### src/rtl/routing_xbar_rr_if.sv
// Handshake bundle between the crossbar and its neighbours: per-port input
// packets with ready, per-port output registers with downstream ready.
interface routing_xbar_rr_if #(
  parameter int unsigned NUM_PORTS = 4,
  parameter int unsigned PKT_W     = 32
);
  logic [NUM_PORTS-1:0]            in_valid;
  logic [NUM_PORTS-1:0][PKT_W-1:0] in_pkt;
  logic [NUM_PORTS-1:0]            in_ready;
  logic [NUM_PORTS-1:0]            out_valid;
  logic [NUM_PORTS-1:0][PKT_W-1:0] out_pkt;
  logic [NUM_PORTS-1:0]            out_ready;

  modport master (
    output in_valid, in_pkt, out_ready,
    input  in_ready, out_valid, out_pkt
  );

  modport slave (
    input  in_valid, in_pkt, out_ready,
    output in_ready, out_valid, out_pkt
  );
endinterface

### src/rtl/routing_xbar_rr.sv
// NUM_PORTS x NUM_PORTS crossbar: table-routed inputs, one round-robin arbiter
// and one output register per output port, saturating contention counters.
module routing_xbar_rr #(
  parameter  int unsigned NUM_PORTS = 4,
  parameter  int unsigned PKT_W     = 32,
  parameter  int unsigned NODE_W    = 4,
  parameter  int unsigned DEST_LSB  = 0,
  parameter  int unsigned ROUTERID  = 0,
  localparam int unsigned PSEL_W    = $clog2(NUM_PORTS)
) (
  input  logic                       clock,
  input  logic                       reset,
  routing_xbar_rr_if.slave           bus,
  input  logic                       cfg_we,
  input  logic [NODE_W-1:0]          cfg_node,
  input  logic [PSEL_W-1:0]          cfg_port,
  output logic [NUM_PORTS-1:0][15:0] conflict_cnt
);
  localparam int unsigned NUM_NODES = 2 ** NODE_W;
  localparam int unsigned CNT_W     = 16;

  logic [PSEL_W-1:0]                  route_tbl [NUM_NODES];
  logic [NUM_PORTS-1:0][PSEL_W-1:0]   ptr_q;
  logic [NUM_PORTS-1:0]               out_valid_q;
  logic [NUM_PORTS-1:0][PKT_W-1:0]    out_pkt_q;
  logic [NUM_PORTS-1:0][CNT_W-1:0]    cnt_q;

  logic [NUM_PORTS-1:0][PSEL_W-1:0]   tgt;
  logic [NUM_PORTS-1:0][NUM_PORTS-1:0] req;  // req[o][i]
  logic [NUM_PORTS-1:0]               can_accept;
  logic [NUM_PORTS-1:0]               gnt_vld;
  logic [NUM_PORTS-1:0][PSEL_W-1:0]   gnt_idx;
  logic [NUM_PORTS-1:0]               in_ready_c;

  // Route table contents after reset, chosen by router identity.
  function automatic logic [PSEL_W-1:0] reset_port(input int unsigned n);
    int unsigned p;
    if (NUM_PORTS == 4) begin
      if (ROUTERID % 2 == 0) begin
        case (n)
          0:       p = 0;
          1:       p = 2;
          2:       p = 3;
          default: p = 1;
        endcase
      end else begin
        case (n)
          3:       p = 0;
          4:       p = 1;
          5:       p = 2;
          default: p = 3;
        endcase
      end
    end else begin
      p = n % NUM_PORTS;
    end
    return PSEL_W'(p);
  endfunction

  // Each valid input requests exactly the output its destination maps to.
  always_comb begin
    tgt        = '0;
    req        = '0;
    can_accept = '0;
    for (int unsigned i = 0; i < NUM_PORTS; i++) begin
      tgt[i] = route_tbl[bus.in_pkt[i][DEST_LSB +: NODE_W]];
    end
    for (int unsigned o = 0; o < NUM_PORTS; o++) begin
      can_accept[o] = !out_valid_q[o] || bus.out_ready[o];
      for (int unsigned i = 0; i < NUM_PORTS; i++) begin
        req[o][i] = bus.in_valid[i] && (tgt[i] == PSEL_W'(o));
      end
    end
  end

  // Per-output search from ptr upwards, wrapping, first requester wins.
  always_comb begin
    int unsigned idx;
    idx        = 0;
    gnt_vld    = '0;
    gnt_idx    = '0;
    in_ready_c = '0;
    for (int unsigned o = 0; o < NUM_PORTS; o++) begin
      for (int unsigned k = 0; k < NUM_PORTS; k++) begin
        idx = 32'(ptr_q[o]) + k;
        if (idx >= NUM_PORTS) idx = idx - NUM_PORTS;
        if (!reset && can_accept[o] && !gnt_vld[o] && req[o][PSEL_W'(idx)]) begin
          gnt_vld[o]                 = 1'b1;
          gnt_idx[o]                 = PSEL_W'(idx);
          in_ready_c[PSEL_W'(idx)]   = 1'b1;
        end
      end
    end
  end

  always_ff @(posedge clock) begin
    if (reset) begin
      for (int unsigned n = 0; n < NUM_NODES; n++) begin
        route_tbl[n] <= reset_port(n);
      end
      out_valid_q <= '0;
      out_pkt_q   <= '0;
      ptr_q       <= '0;
      cnt_q       <= '0;
    end else begin
      // Writes land at the edge, so same-cycle lookups still see the old entry.
      if (cfg_we && (32'(cfg_port) < NUM_PORTS)) begin
        route_tbl[cfg_node] <= cfg_port;
      end
      for (int unsigned o = 0; o < NUM_PORTS; o++) begin
        if (gnt_vld[o]) begin
          out_valid_q[o] <= 1'b1;
          out_pkt_q[o]   <= bus.in_pkt[gnt_idx[o]];
          ptr_q[o]       <= (gnt_idx[o] == PSEL_W'(NUM_PORTS - 1)) ? '0
                                                                   : gnt_idx[o] + PSEL_W'(1);
        end else if (bus.out_ready[o]) begin
          out_valid_q[o] <= 1'b0;
        end
        if (($countones(req[o]) > 1) && (cnt_q[o] != 16'hFFFF)) begin
          cnt_q[o] <= cnt_q[o] + 16'd1;
        end
      end
    end
  end

  assign bus.in_ready  = in_ready_c;
  assign bus.out_valid = out_valid_q;
  assign bus.out_pkt   = out_pkt_q;
  assign conflict_cnt  = cnt_q;
endmodule

### src/flat_wrapper.sv
// flat-port wrapper written by rule: the top's interface ports become plain ports
module routing_xbar_rr_flat 
#(
  parameter  int unsigned NUM_PORTS = 4,
  parameter  int unsigned PKT_W     = 32,
  parameter  int unsigned NODE_W    = 4,
  parameter  int unsigned DEST_LSB  = 0,
  parameter  int unsigned ROUTERID  = 0,
  localparam int unsigned PSEL_W    = $clog2(NUM_PORTS)
)
  (clock, reset, cfg_we, cfg_node, cfg_port, conflict_cnt, bus_in_valid, bus_in_pkt, bus_out_ready, bus_in_ready, bus_out_valid, bus_out_pkt);
  routing_xbar_rr_if #(.NUM_PORTS(NUM_PORTS), .PKT_W(PKT_W)) bus_i ();
  input  logic clock;
  input  logic reset;
  input  logic cfg_we;
  input  logic [NODE_W-1:0] cfg_node;
  input  logic [PSEL_W-1:0] cfg_port;
  output logic [NUM_PORTS-1:0][15:0] conflict_cnt;
  input wire logic [$bits(bus_i.in_valid)-1:0] bus_in_valid;
  input wire logic [$bits(bus_i.in_pkt)-1:0] bus_in_pkt;
  input wire logic [$bits(bus_i.out_ready)-1:0] bus_out_ready;
  output wire logic [$bits(bus_i.in_ready)-1:0] bus_in_ready;
  output wire logic [$bits(bus_i.out_valid)-1:0] bus_out_valid;
  output wire logic [$bits(bus_i.out_pkt)-1:0] bus_out_pkt;
  assign bus_i.in_valid = bus_in_valid;
  assign bus_i.in_pkt = bus_in_pkt;
  assign bus_i.out_ready = bus_out_ready;
  assign bus_in_ready = bus_i.in_ready;
  assign bus_out_valid = bus_i.out_valid;
  assign bus_out_pkt = bus_i.out_pkt;
  routing_xbar_rr #(.NUM_PORTS(NUM_PORTS), .PKT_W(PKT_W), .NODE_W(NODE_W), .DEST_LSB(DEST_LSB), .ROUTERID(ROUTERID)) u_core (.clock(clock), .reset(reset), .bus(bus_i), .cfg_we(cfg_we), .cfg_node(cfg_node), .cfg_port(cfg_port), .conflict_cnt(conflict_cnt));
endmodule
### config.mk
export PLATFORM = sky130hd
export DESIGN_NAME = routing_xbar_rr_flat
export DESIGN_NICKNAME = d
export VERILOG_FILES = /design/src/rtl/routing_xbar_rr_if.sv /design/src/rtl/routing_xbar_rr.sv /design/src/flat_wrapper.sv
export SDC_FILE = /design/constraint.sdc
export NUM_CORES = 1
export LEC_CHECK = 0
export CAP_MARGIN = 20
export CORE_ASPECT_RATIO = 1.1
export CORE_MARGIN = 8
export CORE_UTILIZATION = 45
export DETAILED_ROUTE_END_ITERATION = 10
export PLACE_DENSITY = 0.73
export SKIP_CTS_REPAIR_TIMING = 1
export SLEW_MARGIN = 10
export SYNTH_ARGS = -nofsm -noshare
export SYNTH_HDL_FRONTEND = slang
export SYNTH_SLANG_ARGS = --single-unit
### constraint.sdc
create_clock -name clock -period 9.6 [get_ports clock]
set_clock_uncertainty 0.05 [all_clocks]
set_input_delay 0.96 -clock clock [delete_from_list [all_inputs] [get_ports clock]]
set_output_delay 0.96 -clock clock [all_outputs]
set_load 0.05 [all_outputs]
# Word-level counts from Yosys, hierarchy flattened
# Memories as Yosys holds them, arrays and structs flattened.
# Index checks and enable logic that the tools add are counted.
# Widths: inputs -> output; s select.
[word_totals] ram_bits=32 wordCells=414 mem_count=1 rom_bits=0 output_inout_bits=200 inputBits=145 latchBits=0 reg_bits=204
[classes] eq_ne=20 addsub=48 mul=0 shift=0 n_div=0 magnitude_cmp=56 reduce_logical=98 n_bitwise=15 muxes=160
[mem_list] memory="u_core.route_tbl" depth=16 word_bits=2 read_ports=4 rd_clocked_by_memory_dff=0 write_ports=16 line_no="routing_xbar_rr.sv:22" source="logic [PSEL_W-1:0] route_tbl [NUM_NODES];"
[op_table] op="$bmux 32 s2" n=4
[op_table] op="$add 32x32->32" n=4
[op_table] op="$gt 32x2->1 const B" n=4
[op_table] op="$mux 32" n=4
[op_table] op="$mux 2" n=41
[op_table] op="$logic_and 1x1->1" n=68
[op_table] op="$mux 4" n=17
[op_table] op="$add 16x1->16 const B" n=4
[op_table] op="$ne 16x16->1 const B" n=4
[op_table] op="$mux 1" n=62
[op_table] op="$lt 2x3->1 const B" n=20
[op_table] op="$or 4x4->4" n=15
[op_table] op="$ge 3x3->1 const B" n=12
[op_table] op="$bmux 1 s2" n=16
[op_table] op="$demux 1 s2" n=16
[op_table] op="$ge 2x1->1 const B" n=16
[op_table] op="$sub 2x1->2 const B" n=16
[op_table] op="$add 2x2->3 const B" n=8
[op_table] op="$eq 2x2->1 const B" n=12
[op_table] op="$logic_not 1->1" n=17
[op_table] op="$add 1x1->2" n=8
[op_table] op="$add 2x1->3 const B" n=4
[op_table] op="$ge 2x3->1 const B" n=4
[op_table] op="$add 2x1->2 const B" n=4
[op_table] op="other kinds (5)" n=17

# Longest topological paths before layout
# Gate-level depths: netlist (run 1).
# An unclocked memory read counts as a cell.
[depth] ltp_word=43 depth_mapped=16 depth_no_buf=15

# Worst setup path before layout (run 1)
# OpenSTA, ideal clock, no wires.
[synth_path] kind="input to output" start="in bus_in_pkt[0]" end="out bus_in_ready[2]" n_path_buf=2 path_stages=13 arrival_ns=4.314 required_time_ns=8.590 setup_slack_ns=4.276 cell_sequence="buf_2 mux4_2 mux4_2 nand2_1 or2_2 buf_2 inv_1 mux4_2 and2_1 a222oi_1 o21ai_0 a221o_1 a211o_1"
[synth_between] elab_chain_cells=43 elab_cells_between_ends=124 classes_between="eq/ne (3); mux (60); bitwise (15); reduce/logical (45); memory (1)"
[synth_rtl] item="from (decl)" line_no="flat_wrapper.sv:20" source="input wire logic [$bits(bus_i.in_pkt)-1:0] bus_in_pkt;"
[synth_rtl] item="$mem_v2 16x2 (*)"
[synth_rtl] item="$logic_not 2->1" line_no="routing_xbar_rr.sv:71" source="req[o][i] = bus.in_valid[i] && (tgt[i] == PSEL_W'(o));"
[synth_rtl] item="$logic_and 1x1->1" line_no="routing_xbar_rr.sv:71"
[synth_rtl] item="$bmux 1 s2" line_no="routing_xbar_rr.sv:87" source="if (!reset && can_accept[o] && !gnt_vld[o] && req[o][PSEL_W'(idx)]) begin"
[synth_rtl] item="$mux 1 (implied by the code)" line_no="routing_xbar_rr.sv:87"
[synth_rtl] item="$logic_and 1x1->1" line_no="routing_xbar_rr.sv:87"
[synth_rtl] item="$mux 1" line_no="routing_xbar_rr.sv:87"
[synth_rtl] item="$logic_not 1->1" line_no="routing_xbar_rr.sv:87"
[synth_rtl] item="[27 not listed]"
[synth_rtl] item="$or 4x4->4 (no line)"
[synth_rtl] item="$mux 4" line_no="routing_xbar_rr.sv:87"
[synth_rtl] item="$or 4x4->4 (no line)"
[synth_rtl] item="$mux 4" line_no="routing_xbar_rr.sv:87"
[synth_rtl] item="$or 4x4->4 (no line)"
[synth_rtl] item="$mux 4" line_no="routing_xbar_rr.sv:87"
[synth_rtl] item="$or 4x4->4 (no line)"
[synth_rtl] item="$mux 4 (*)" line_no="routing_xbar_rr.sv:87"
[synth_rtl] item="to (decl)" line_no="flat_wrapper.sv:22" source="output wire logic [$bits(bus_i.in_ready)-1:0] bus_in_ready;"
# Mark *: on every way between the ends. The rest lies on a longest branch, timed or not. The select of a mux whose other input is x is not followed.

# Worst setup path in the final report (run 1)
# Ends and elaborated chain as after synthesis.

==> results of run 1 <==
worst paths after layout:
kind / to / slack (ps) / depth (start not counted)
worst max-delay path: bus_in_ready[2] / 2580 / 13
worst min-delay path: u_core.bus.out_pkt[21] / 410 / 2
worst max register to register: u_core.bus.out_pkt[40] / 4320 / 12
worst min register to register: u_core.bus.out_pkt[21] / 410 / 2
per-stage QoR:
step                      total power, mW  hold slack, ps  util (%)  cell area (sq um)
after CTS                            5.28             416      58.5              19800
after floorplan                      3.27             446         -              15300
after global routing                 5.47             429      58.5              19900
final                                5.28             411      58.5              19900
after detailed placement             4.24             403      55.9              19000
after global placement               4.22             394      55.9              19000
power breakdown:
| group | switching, mW | internal [mW] | total, mW |
|---|---|---|---|
| combinational | 1.81 | 0.988 | 2.80 |
| sequential | 0.190 | 1.26 | 1.45 |
| clock | 0.432 | 0.605 | 1.04 |
cell type report:
class / count / area, sq um / share of cell area [%]
Multi-Input combinational cell: 1220 / 9670 / 48.7
Sequential cell: 236 / 5040 / 25.4
Timing Repair Buffer: 365 / 3600 / 18.1
Clock buffer: 36 / 753 / 3.79
Tap cell: 438 / 548 / 2.76
Clock inverter: 13 / 126 / 0.636
Inverter: 29 / 109 / 0.548
Antenna cell: 4 / 10.0 / 0.0504
layer usage:
layer	share of wire [%]	vias up	global-route usage (%)
li1	-	6676	-
met1	39	7213	33.8
met2	47	865	45.4
met3	9.2	165	4.63
met4	4.7	2	12.9
met5	0.022	-	0
logic make-up after synthesis:
| kind of cell | count (synthesis) | share of synthesized area (%) |
|---|---|---|
| fa+ha+maj | 32 | 2.81 |
| simple gates | 481 | 16.1 |
| flops | 236 | 32.9 |
| buf+inv | 150 | 4.74 |
| mux | 253 | 21.2 |
| xor+xnor | 58 | 3.31 |
| compound gates | 396 | 19.0 |
worst max-delay path, stage by stage:
cell and delay (ps):
clkdlybuf4s50_1 760, mux4_2 570, mux4_2 540, nand2_1 90, or2_2 180, inv_1 120, a21boi_0 400, or3b_2 480
a211oi_1 600, a22oi_1 210, nand4_1 170, a211o_1 100, clkdlybuf4s50_1 820
registers in the layout, summed over array words and instances, names as in the netlist, named ones only:
signal,flops
u_core.bus.out_pkt,128
u_core.conflict_cnt,64
u_core.route_tbl,32
u_core.bus.out_valid,4
u_core.ptr_q,4
placed cells by master (no fill, tap or decap), types with 33 or more instances in the layout:
cell type        count
a21oi_1             90
a221o_1             65
a22o_1              33
clkdlybuf4s50_1    343
dfxtp_1            204
mux2_2              66
mux2i_1            109
mux4_2              46
nand2_1            103
nand3_1             54
nor2_1              96
nor2b_1             47
o21ai_0             54
o22ai_1             35
xor2_1              44
synthesized netlist by cell type (5+ instances only):
cell type	n	area (sq um)
a211oi_1	6	45.0
a21o_1	5	37.5
a21oi_1	92	460
a221o_1	65	651
a222oi_1	8	80.1
a22o_1	33	289
a22oi_1	13	97.6
a32oi_1	6	52.6
and2_1	16	100
and3_1	21	131
buf_12	5	100
buf_2	21	105
buf_4	11	82.6
clkbuf_1	79	297
dfxtp_1	204	4080
edfxtp_1	32	961
ha_1	28	350
inv_1	22	82.6
inv_2	5	18.8
mux2_1	31	349
mux2_2	66	743
mux2i_1	109	1090
mux4_2	46	1040
nand2_1	103	387
nand2b_1	26	163
nand3_1	54	270
nand4_1	31	194
nor2_1	99	372
nor2b_1	49	307
nor3_1	18	90.1
nor4_1	5	31.3
o21ai_0	54	270
o221ai_1	32	280
o22a_1	5	43.8
o22ai_1	35	219
or2_2	22	138
or3_1	13	81.3
xnor2_1	14	123
xor2_1	44	385
==> out/results.txt, run 1 <==
WL final: 58100 um
# IOs: 345
Required @ worst endpoint: 8590 ps
Netlist cell types: 82
Clk_lat worst skew: 540 ps
# setup viols final: 0
Core area: 0.0339 sq mm
Residual DRC: 0
Synth-to-layout area growth: 29.4%
Die width: 192 um
Cells after Synth: 1606
Final hold vios: 0
Total die area: 0.0403 sq mm
EDFF count, synth: 32
Max Freq: 0.142 GHz
Worst VDD drop: 0.125 mV
Worst Setup Start Kind: primary input
Worst Path Class, Setup: primary input to output port
RSZ-0062 raised after global routing: no
PortBufs: 344
Critical Path Fanout Max: 10
Final Worst Setup Slack: 2580 ps
Via Count: 14900
Post-route ant nets: 0
Fraction of layout cells with a size suffix above 1: 12.3%
Final Max Slew Viols: 0
Post-Synthesis Net Count: 1783
Final period utilization: 73.2%
Worst hold start: u_core.bus.out_pkt[21]
Clock sinks: 236
Global-route wire length before repair: 87600 um
Hold Crit Class: flop to flop
DPL Wire Length: 40800 um
Worst-margin pin slew: 1110 ps
Average size of a mapped cell: 9.55 sq um
Fin cells: 2341
Clock transition at path regs: 60 ps
CP Capture Type: output port
Vias in the first global route: 14700
Synthesized cell area: 0.0153 sq mm
Setup TNS: 0 ps
Commonest register cell after synthesis: dfxtp_1
Die height: 210 um
Maxcap violations: 0
Rows: 71
# nets final: 2056
Reg-to-reg critical path startpoint: u_core.route_tbl[13][0]
Initial core utilization: 45.2%
Clk buf depth: 3
H-tree levels: 1
Largest net degree at the start of global routing: 71
DR iter-0 viols: 1270
Relative slew slack: 25.9%
Sequential share of the synthesized area: 32.9%
GPL Wtd Cong: 0.931
#FFs+latches synth: 236
Dpl ws: 2690 ps
Fillers: 2902
DRT Pass-1 Iters: 6
Inst Count DP: 2288
Pwr Density: 266 mW/mm^2
Post-synth ARST share: 0%
Worst setup path startpoint: bus_in_pkt[0]
TritonCTS buffer count: 27
Average wire per standard cell: 24.8 um
Static leakage: 7.50 nW
Min cycle time layout: 7020 ps
Vias per cell: 6.37
CTS tree: done
Outcome: complete, no violations
Worst path arrival time: 6010 ps
Initial antenna violation count: 4
Root buf cell: clkbuf_16
Total GRT Usage: 27.3%
Synth warn: 0
Total gr overflow: 0
No activity file was read; power rests on OpenSTA's default activity.
==> inputs of run 2 (changes only) <==
PLACE_DENSITY = 0.75   (was 0.73)
clock period = 6.1 ns   (was 9.6 ns; I/O delays follow)
==> run 2 against run 1 <==
Compared with the run above: setup slack lost 2200 ps; highest routed layer unchanged; critical path type unchanged; critical path depth is the same; die area is the same; core utilization grew 0.66 points; largest cell class unchanged; largest power group unchanged.
==> out/results.txt, run 2 (synthesis gave the netlist of run 1 again) <==
Clk_lat worst skew: 550 ps
H-tree levels: 1
Via Count: 15100
DRT Pass-1 Iters: 8
Total Power: 8.38 mW
Die height: 210 um
Maxcap violations: 0
Initial antenna violation count: 2
Post-route ant nets: 0
Vias per cell: 6.41
Clock transition at path regs: 60 ps
R2R Setup Slk: 1490 ps
Worst VDD drop: 0.230 mV
Root buf cell: clkbuf_16
Largest net degree at the start of global routing: 75
Clock sinks: 236
Commonest non-fill, non-tap cell in the layout: clkdlybuf4s50_1
Final instance area: 0.0201 sq mm
Required @ worst endpoint: 5440 ps
Initial core utilization: 45.2%
Slowest-stage cell, CP: clkdlybuf4s50_1
Fin cells: 2356
Relative slew slack: 42.5%
Residual DRC: 0
Clk buf depth: 3
Rows: 71
Post-DP Area: 0.0192 sq mm
WL final: 58900 um
Total GRT Usage: 27.8%
Core area: 0.0339 sq mm
Total gr overflow: 0
Fraction of layout cells with a size suffix above 1: 13.2%
Met2 wire len: 27900 um
R2r worst-path depth: 14
Worst Setup Start Kind: primary input
Crit path depth: 13
Critical path cell sequence: clkdlybuf4s50_1, mux4_2, a22oi_1, a21boi_0, nand2_1, inv_1, mux4_2, and2_1, a222oi_1, o21ai_0, a221o_1, a211o_1, buf_12
Static leakage: 7.63 nW
Critical Path End: bus_in_ready[2]
Pwr Density: 417 mW/mm^2
WP buf/inv: 3
CTS tree: done
Inst Count DP: 2306
# setup viols final: 0
CP Capture Type: output port
Largest register FFs: 128
Crit path largest cell delay: 870 ps
R2R Path End: u_core.conflict_cnt[13]
Min cycle time layout: 5690 ps
Synth-to-layout area growth: 30.9%
DR iter-0 viols: 1178
PortBufs: 344
Worst setup path startpoint: bus_in_pkt[32]
Hold Crit Class: flop to flop
Worst-margin pin slew: 838 ps
DPL Wire Length: 41500 um
Worst Path Class, Setup: primary input to output port
RSZ-0062 raised after global routing: no
Total die area: 0.0403 sq mm
Met1 WL: 22700 um
Average wire per standard cell: 25.0 um
Global-route wire length before repair: 89600 um
# nets final: 2074
Final period utilization: 93.3%
Final hold vios: 0
Die width: 192 um
Vias in the first global route: 15100
Fillers: 2905
Cell mode on critical path: mux4_2
Util after Layout: 59.2%
Setup TNS: 0 ps
Reg-to-reg critical path startpoint: u_core.route_tbl[15][1]
Critical Path Fanout Max: 10
Top delay family on crit path: compound AO/OA/AOI/OAI gates
Commonest cells after routing, fill and taps aside: 339 x clkdlybuf4s50_1, 204 x dfxtp_1, 109 x mux2i_1
Max Freq: 0.176 GHz
Top Metal Used: met5
TritonCTS buffer count: 27
GPL Wtd Cong: 0.943
# IOs: 345
Outcome: complete, no violations
Final Max Slew Viols: 0
Worst path arrival time: 5030 ps
Met3 wire length: 5650 um
## run 2: area by class of cell
type                    count  area [sq um]  area share, %
repair buffers            383          3850           19.2
clock inverters            17           149          0.741
well taps                 438           548           2.73
inverters                  29           109          0.542
flip-flops and latches    236          5040           25.1
diodes                      1          2.50         0.0125
clock buffers              32           714           3.56
multi-input cells        1220          9670           48.1
## run 2: how the worst min path moves through the flow
stage,start,endpoint,slack [ps],cells after the start
after floorplan,u_core.ptr_q[5],u_core.ptr_q[5],450,2
after global placement,u_core.bus.out_pkt[8],u_core.bus.out_pkt[8],400,2
after detailed placement,u_core.bus.out_pkt[28],u_core.bus.out_pkt[28],400,2
after CTS,u_core.bus.out_pkt[28],u_core.bus.out_pkt[28],420,2
after global routing,u_core.bus.out_pkt[28],u_core.bus.out_pkt[28],430,2
final,u_core.bus.out_pkt[0],u_core.bus.out_pkt[0],420,2
## run 2: worst reg2reg max path, delay by kind of cell (launching register included)
| family | cells | cell delay, ps |
|---|---|---|
| AND/OR/NAND/NOR | 7 | 1440 |
| multiplexers | 2 | 1050 |
| adder cells (fa/ha/maj) | 2 | 800 |
| flip-flops | 1 | 510 |
| AO/OA/AOI/OAI | 1 | 240 |
| buffers and inverters | 1 | 190 |
| XOR/XNOR | 1 | 160 |
## run 2: through the flow
stage               setup slack [ps]  hold WS [ps]
finish                           410           420
global route                     190           431
CTS                              463           418
detailed placement               462           398
global placement                 542           396
floorplan                       1480           446
## run 2: where the power goes
part | switching, mW | internal, mW | total (mW)
logic | 2.85 | 1.63 | 4.48
registers | 0.305 | 1.99 | 2.29
clock network | 0.686 | 0.921 | 1.61
total | 3.84 | 4.54 | 8.38
## run 2: metal layers
metal	vias to the layer above	track usage, %
li1	6716	-
met1	7328	34.4
met2	890	46.1
met3	177	5.40
met4	2	12.5
met5	-	0
